<file path="config.mk">
export PLATFORM = sky130hd
export DESIGN_NAME = register_pipe
export DESIGN_NICKNAME = d
export VERILOG_FILES = /design/src/rtl/register_pipe.sv
export SDC_FILE = /design/constraint.sdc
export NUM_CORES = 1
export LEC_CHECK = 0
export CAP_MARGIN = 25
export CORE_UTILIZATION = 50
export DETAILED_ROUTE_END_ITERATION = 8
export DONT_BUFFER_PORTS = 1
export MAX_ROUTING_LAYER = met4
export SLEW_MARGIN = 10
export SYNTH_ARGS = -nofsm -noshare
export SYNTH_HDL_FRONTEND = slang
export SYNTH_SLANG_ARGS = --single-unit
</file>
<file path="constraint.sdc">
create_clock -name clock -period 1.74 [get_ports clock]
set_clock_uncertainty 0.05 [all_clocks]
set_input_delay 0.261 -clock clock [delete_from_list [all_inputs] [get_ports clock]]
set_output_delay 0.261 -clock clock [all_outputs]
set_load 0.02 [all_outputs]
</file>
<file path="src/rtl/register_pipe.sv">
// register_pipe: elastic valid/ready pipeline of DEPTH stages carrying
// WORD_WIDTH-bit words. With SKID=1, a one-entry input skid buffer makes
// s_ready a pure register output, so there is no combinational path from
// m_ready to s_ready. count reports how many words the block holds.
module register_pipe #(
    parameter int                    WORD_WIDTH  = 8,
    parameter int                    DEPTH       = 2,
    parameter logic [WORD_WIDTH-1:0] RESET_VALUE = '0,
    parameter int                    SKID        = 1,
    localparam int                   CW          = $clog2(DEPTH + SKID + 1)
) (
    input  logic                  clock,
    input  logic                  resetn,
    input  logic                  clear,
    input  logic                  s_valid,
    output logic                  s_ready,
    input  logic [WORD_WIDTH-1:0] s_data,
    output logic                  m_valid,
    input  logic                  m_ready,
    output logic [WORD_WIDTH-1:0] m_data,
    output logic [CW-1:0]         count
);

    generate
        if (WORD_WIDTH < 1 || DEPTH < 1 || (SKID != 0 && SKID != 1)) begin : g_param_check
            $error("register_pipe: WORD_WIDTH>=1, DEPTH>=1 and SKID in {0,1} required");
        end
    endgenerate

    logic [DEPTH-1:0]      r_valid;
    logic [WORD_WIDTH-1:0] r_data [DEPTH];
    logic [CW-1:0]         r_count;

    logic [DEPTH-1:0]      w_adv;        // stage i hands its word onward this cycle
    logic [DEPTH-1:0]      w_load;       // stage i can take a new word this cycle
    logic                  w_src_valid;  // a word is offered to stage 0
    logic [WORD_WIDTH-1:0] w_src_data;
    logic                  w_take0;
    logic                  w_in_xfer;
    logic                  w_out_xfer;

    // Walk from the output back to stage 0: a stage has room when it is
    // empty or its word is leaving, and that room is what the stage before sees.
    always_comb begin
        logic v_room;
        logic v_adv;
        // NOTE: every output of this block gets a default before any branch, so no latch can be inferred.
        w_adv  = '0;
        w_load = '0;
        v_room = m_ready;
        for (int i = DEPTH - 1; i >= 0; i--) begin
            v_adv     = r_valid[i] && v_room;
            w_adv[i]  = v_adv;
            w_load[i] = !r_valid[i] || v_adv;
            v_room    = !r_valid[i] || v_adv;
        end
    end

    assign w_take0    = w_src_valid && w_load[0];
    assign w_in_xfer  = s_valid && s_ready;
    assign w_out_xfer = m_valid && m_ready;

    // Stage registers: valid bits track occupancy, data moves only on a transfer.
    always_ff @(posedge clock or negedge resetn) begin
        if (!resetn) begin
            // NOTE: the data array is reset on purpose; RESET_VALUE must be visible on m_data after reset and clear.
            r_valid <= '0;
            for (int i = 0; i < DEPTH; i++) r_data[i] <= RESET_VALUE;
        end else if (clear) begin
            r_valid <= '0;
            for (int i = 0; i < DEPTH; i++) r_data[i] <= RESET_VALUE;
        end else begin
            // NOTE: non-blocking assignments make every stage sample its neighbour's pre-edge value.
            if (w_take0) begin
                r_valid[0] <= 1'b1;
                r_data[0]  <= w_src_data;
            end else if (w_adv[0]) begin
                r_valid[0] <= 1'b0;
            end
            for (int i = 1; i < DEPTH; i++) begin
                if (w_adv[i-1]) begin
                    r_valid[i] <= 1'b1;
                    r_data[i]  <= r_data[i-1];
                end else if (w_adv[i]) begin
                    r_valid[i] <= 1'b0;
                end
            end
        end
    end

    // Occupancy counter: +1 per accepted word, -1 per delivered word.
    always_ff @(posedge clock or negedge resetn) begin
        if (!resetn) begin
            r_count <= '0;
        end else if (clear) begin
            r_count <= '0;
        end else begin
            r_count <= r_count + CW'(w_in_xfer) - CW'(w_out_xfer);
        end
    end

    generate
        if (SKID != 0) begin : g_skid
            logic                  r_skid_valid;
            logic [WORD_WIDTH-1:0] r_skid_data;
            logic                  r_rst_done;

            // Reset-release flag: holds s_ready low until the first edge out of reset.
            always_ff @(posedge clock or negedge resetn) begin
                if (!resetn) r_rst_done <= 1'b0;
                else         r_rst_done <= 1'b1;
            end

            // Skid entry: catches a word accepted while stage 0 is blocked and
            // feeds stage 0 ahead of s_data until it drains.
            always_ff @(posedge clock or negedge resetn) begin
                if (!resetn) begin
                    r_skid_valid <= 1'b0;
                    r_skid_data  <= RESET_VALUE;
                end else if (clear) begin
                    r_skid_valid <= 1'b0;
                    r_skid_data  <= RESET_VALUE;
                end else if (r_skid_valid) begin
                    if (w_load[0]) r_skid_valid <= 1'b0;
                end else if (w_in_xfer && !w_load[0]) begin
                    r_skid_valid <= 1'b1;
                    r_skid_data  <= s_data;
                end
            end

            assign s_ready     = r_rst_done && !r_skid_valid;
            assign w_src_valid = r_skid_valid || w_in_xfer;
            assign w_src_data  = r_skid_valid ? r_skid_data : s_data;
        end else begin : g_no_skid
            assign s_ready     = w_load[0] && resetn;
            assign w_src_valid = s_valid;
            assign w_src_data  = s_data;
        end
    endgenerate

    assign m_valid = r_valid[DEPTH-1];
    assign m_data  = r_data[DEPTH-1];
    assign count   = r_count;

endmodule

</file>
==> impl_metrics.py <==
metrics = {
    "sta": {
        "timing.slew.headroom_pct": 51.33,
        "worst_pin_slew_ps": 727.7,
        "fmax_mhz": 666.9,
        "finalSetupViolCount": 0,
        "period_needed_ps": 1500,
        "hold_viol_final": 0,
        "timing.final.crit_share_pct": 86.18,
        "slew_viol_final": 0,
        "rsz0062_at_grt": "no",
        "tns_ps": 0,
    },
    "clock_network": {
        "ctsRootBufferMaster": "clkbuf_4",
        "clock_latency_ps": 320,
        "cts_tree": "built",
        "postCtsSetupBuffers": 0,
        "cts_buffers": 5,
        "cts.clk_slew.worst_paths_ps": 90,
        "clockBufferDepth": 2,
        "clock-sinks": 30,
        "htree_levels": 2,
    },
    "floorplan": {
        "rows": 19,
        "die_area_mm2": 0.003348,
        "core_area_mm2": 0.002853,
        "io_pins": 25,
        "start_util_pct": 54.69,
        "die_x_um": 57.86,
        "die_h_um": 57.86,
    },
    "min_path": {
        "hp-class": "input port to register",
    },
    "placement": {
        "io_buffers": 0,
        "dp_cells": 157,
        "dp_hpwl_um": 1746,
        "gp_congestion": 0.7120,
    },
    "synthesis": {
        "synth_warnings": 0,
        "ys_seq_area_share_pct": 48.12,
        "netlist_instances": 140,
        "synth.ff_latch_count": 30,
        "synth_fp_nets": 155,
        "synthTopCellsByArea": "dfrtp_1 (48%), mux2i_1 (10%), nand2b_1 (6.8%)",
        "yosysTopAreaCellShare_pct": 48.12,
        "yosysTopAreaCell": "dfrtp_1",
        "syn_area_per_cell_um2": 11.14,
        "netlist_area_mm2": 0.001560,
        "ys_types": 28,
    },
    "detailed_routing": {
        "wirelength_um": 2457,
        "detail_route.vias_per_cell": 5.601,
        "wl_per_cell_um": 14.63,
        "drt_first_pass_iters": 6,
        "drtAntennaViolNets": 0,
        "drt_iter0_drc": 34,
        "drc_errors": 2,
        "vias": 941,
    },
    "global_route": {
        "grt_pass1_wl_um": 4498,
        "grt_usage_pct": 18.23,
        "grt_max_degree": 31,
        "antenna_found_initial": 0,
        "grt_pass1_vias": 1040,
        "grt_overflow_total": 0,
    },
    "layout": {
        "final_common_cell": "dfrtp_1",
        "layout-drive-gt1-share_pct": 13.14,
        "layout.cells.non_filler": 168,
        "syn_to_final_growth_pct": 2.245,
        "n_antenna_cell": 0,
        "nNetsFinal": 151,
        "final_cell_mix": "dfrtp_1 (30), a21oi_1 (18), nand2b_1 (17)",
    },
    "status": {
        "outcome": "finished, violations left",
        "violations": "DRC",
    },
    "setup_path": {
        "arrival_ps": 1190,
        "cp_max_fo": 11,
        "path_class": "register to output port",
        "start_kind": "register",
        "crit_required_ps": 1430,
        "cp-end-kind": "output port",
    },
    "pwr": {
        "irDropWorstVdd_mv": 0.4771,
        "power_density_mw_per_mm2": 798.9,
        "p_total_mw": 1.275,
        "leakagePower_nw": 0.7049,
    },
    "run": {
        "cap_violations": 0,
    },
}
==> per-layer routing <==
layer  vias up  GRT usage (%)  routed length [um]
met5         -              -                   0
met4         0          8.163                  54
met3         7          5.580                 144
met2        29          27.91                1060
met1       434          22.17                1197
li1        471              -                   -
==> cell families (layout without fill, tap and decap cells) <==
group / Yosys count / count (layout) / share of synthesized area (%)
compound gates: 37 / 37 / 14.76
simple gates: 34 / 34 / 15.80
flops: 30 / 30 / 48.12
buf+inv: 18 / 15 / 8.099
mux: 16 / 16 / 10.26
fa+ha+maj: 2 / 2 / 1.604
xor+xnor: 2 / 2 / 1.123
other cells: 1 / 1 / 0.2403
==> through the flow <==
stage / hold slack [ps] / cell area, um^2 / util [%] / setup slack, ps
after global placement: -84.00 / 1495 / 52.41 / 327.2
after CTS: 17.77 / 1595 / 55.92 / 221.4
after detailed placement: -83.78 / 1495 / 52.41 / 282.2
final: 29.03 / 1595 / 55.92 / 240.4
after floorplan: -84.59 / 1560 / - / 254.3
after global routing: 12.20 / 1595 / 55.92 / 87.26
==> critical path, cell delays in order, from the launching register on <==
cell and delay [ps]:
dfrtp_1 390, buf_4 200, and2b_2 280
==> cells in the mapped netlist <==
| cell type | n |
|---|---|
| mux2i_1 | 16 |
| nor2_8 | 1 |
| nor2_1 | 1 |
| nand3b_4 | 2 |
| inv_1 | 2 |
| a21oi_2 | 1 |
| a21oi_4 | 1 |
| nor3_1 | 1 |
| a21o_4 | 1 |
| xor2_1 | 1 |
| conb_1 | 1 |
| and2b_4 | 1 |
| nor2b_1 | 1 |
| ha_1 | 2 |
| nand2b_1 | 17 |
| buf_8 | 1 |
| dfrtp_1 | 30 |
| a211oi_1 | 8 |
| and2b_2 | 1 |
| buf_2 | 4 |
| and2_1 | 1 |
| a21oi_1 | 18 |
| clkbuf_2 | 1 |
| nand3_1 | 8 |
| buf_4 | 9 |
| xnor2_1 | 1 |
| buf_6 | 1 |
| o21ai_0 | 8 |
==> repair_timing <==
action                    4_1_cts  5_1_grt
hold endpoints to repair       51        0
hold buffers                    3        0
resized for setup               0        0
==> flip-flops by register name, indices dropped and copies added (netlist names) <==
register	cells
g_skid.r_skid_data	8
g_skid.r_rst_done	1
g_skid.r_skid_valid	1
count	2
r_valid	2
r_data	8
m_data	8
==> area by class of cell <==
type	count	area, um^2
fillers	265	1257
flip-flops and latches	30	750.7
inverters	2	7.507
repair buffers	5	55.05
well taps	31	38.79
multi-input cells	92	683.2
clock inverters	1	5.005
clock buffers	7	55.05
==> worst paths after layout <==
check / startpoint / to / slack, ps / cells after the start
setup / recovery: g_skid.r_skid_valid / s_ready / 240 / 2
min in group asynchronous: resetn / r_valid[1] / 340 / 2
max in group asynchronous: resetn / g_skid.r_skid_data[0] / 1140 / 2
setup reg to reg: g_skid.r_rst_done / count[1] / 250 / 6
hold / removal: s_data[2] / g_skid.r_skid_data[2] / 30 / 2
hold reg to reg: g_skid.r_skid_data[5] / g_skid.r_skid_data[5] / 490 / 2
==> power by group <==
group / internal (mW) / switching (mW) / total, mW
Clock: 0.195 / 0.224 / 0.419
Sequential: 0.719 / 0.0279 / 0.747
Combinational: 0.0491 / 0.0595 / 0.109
Total: 0.963 / 0.311 / 1.27
Power figures use the tool's default switching activity.
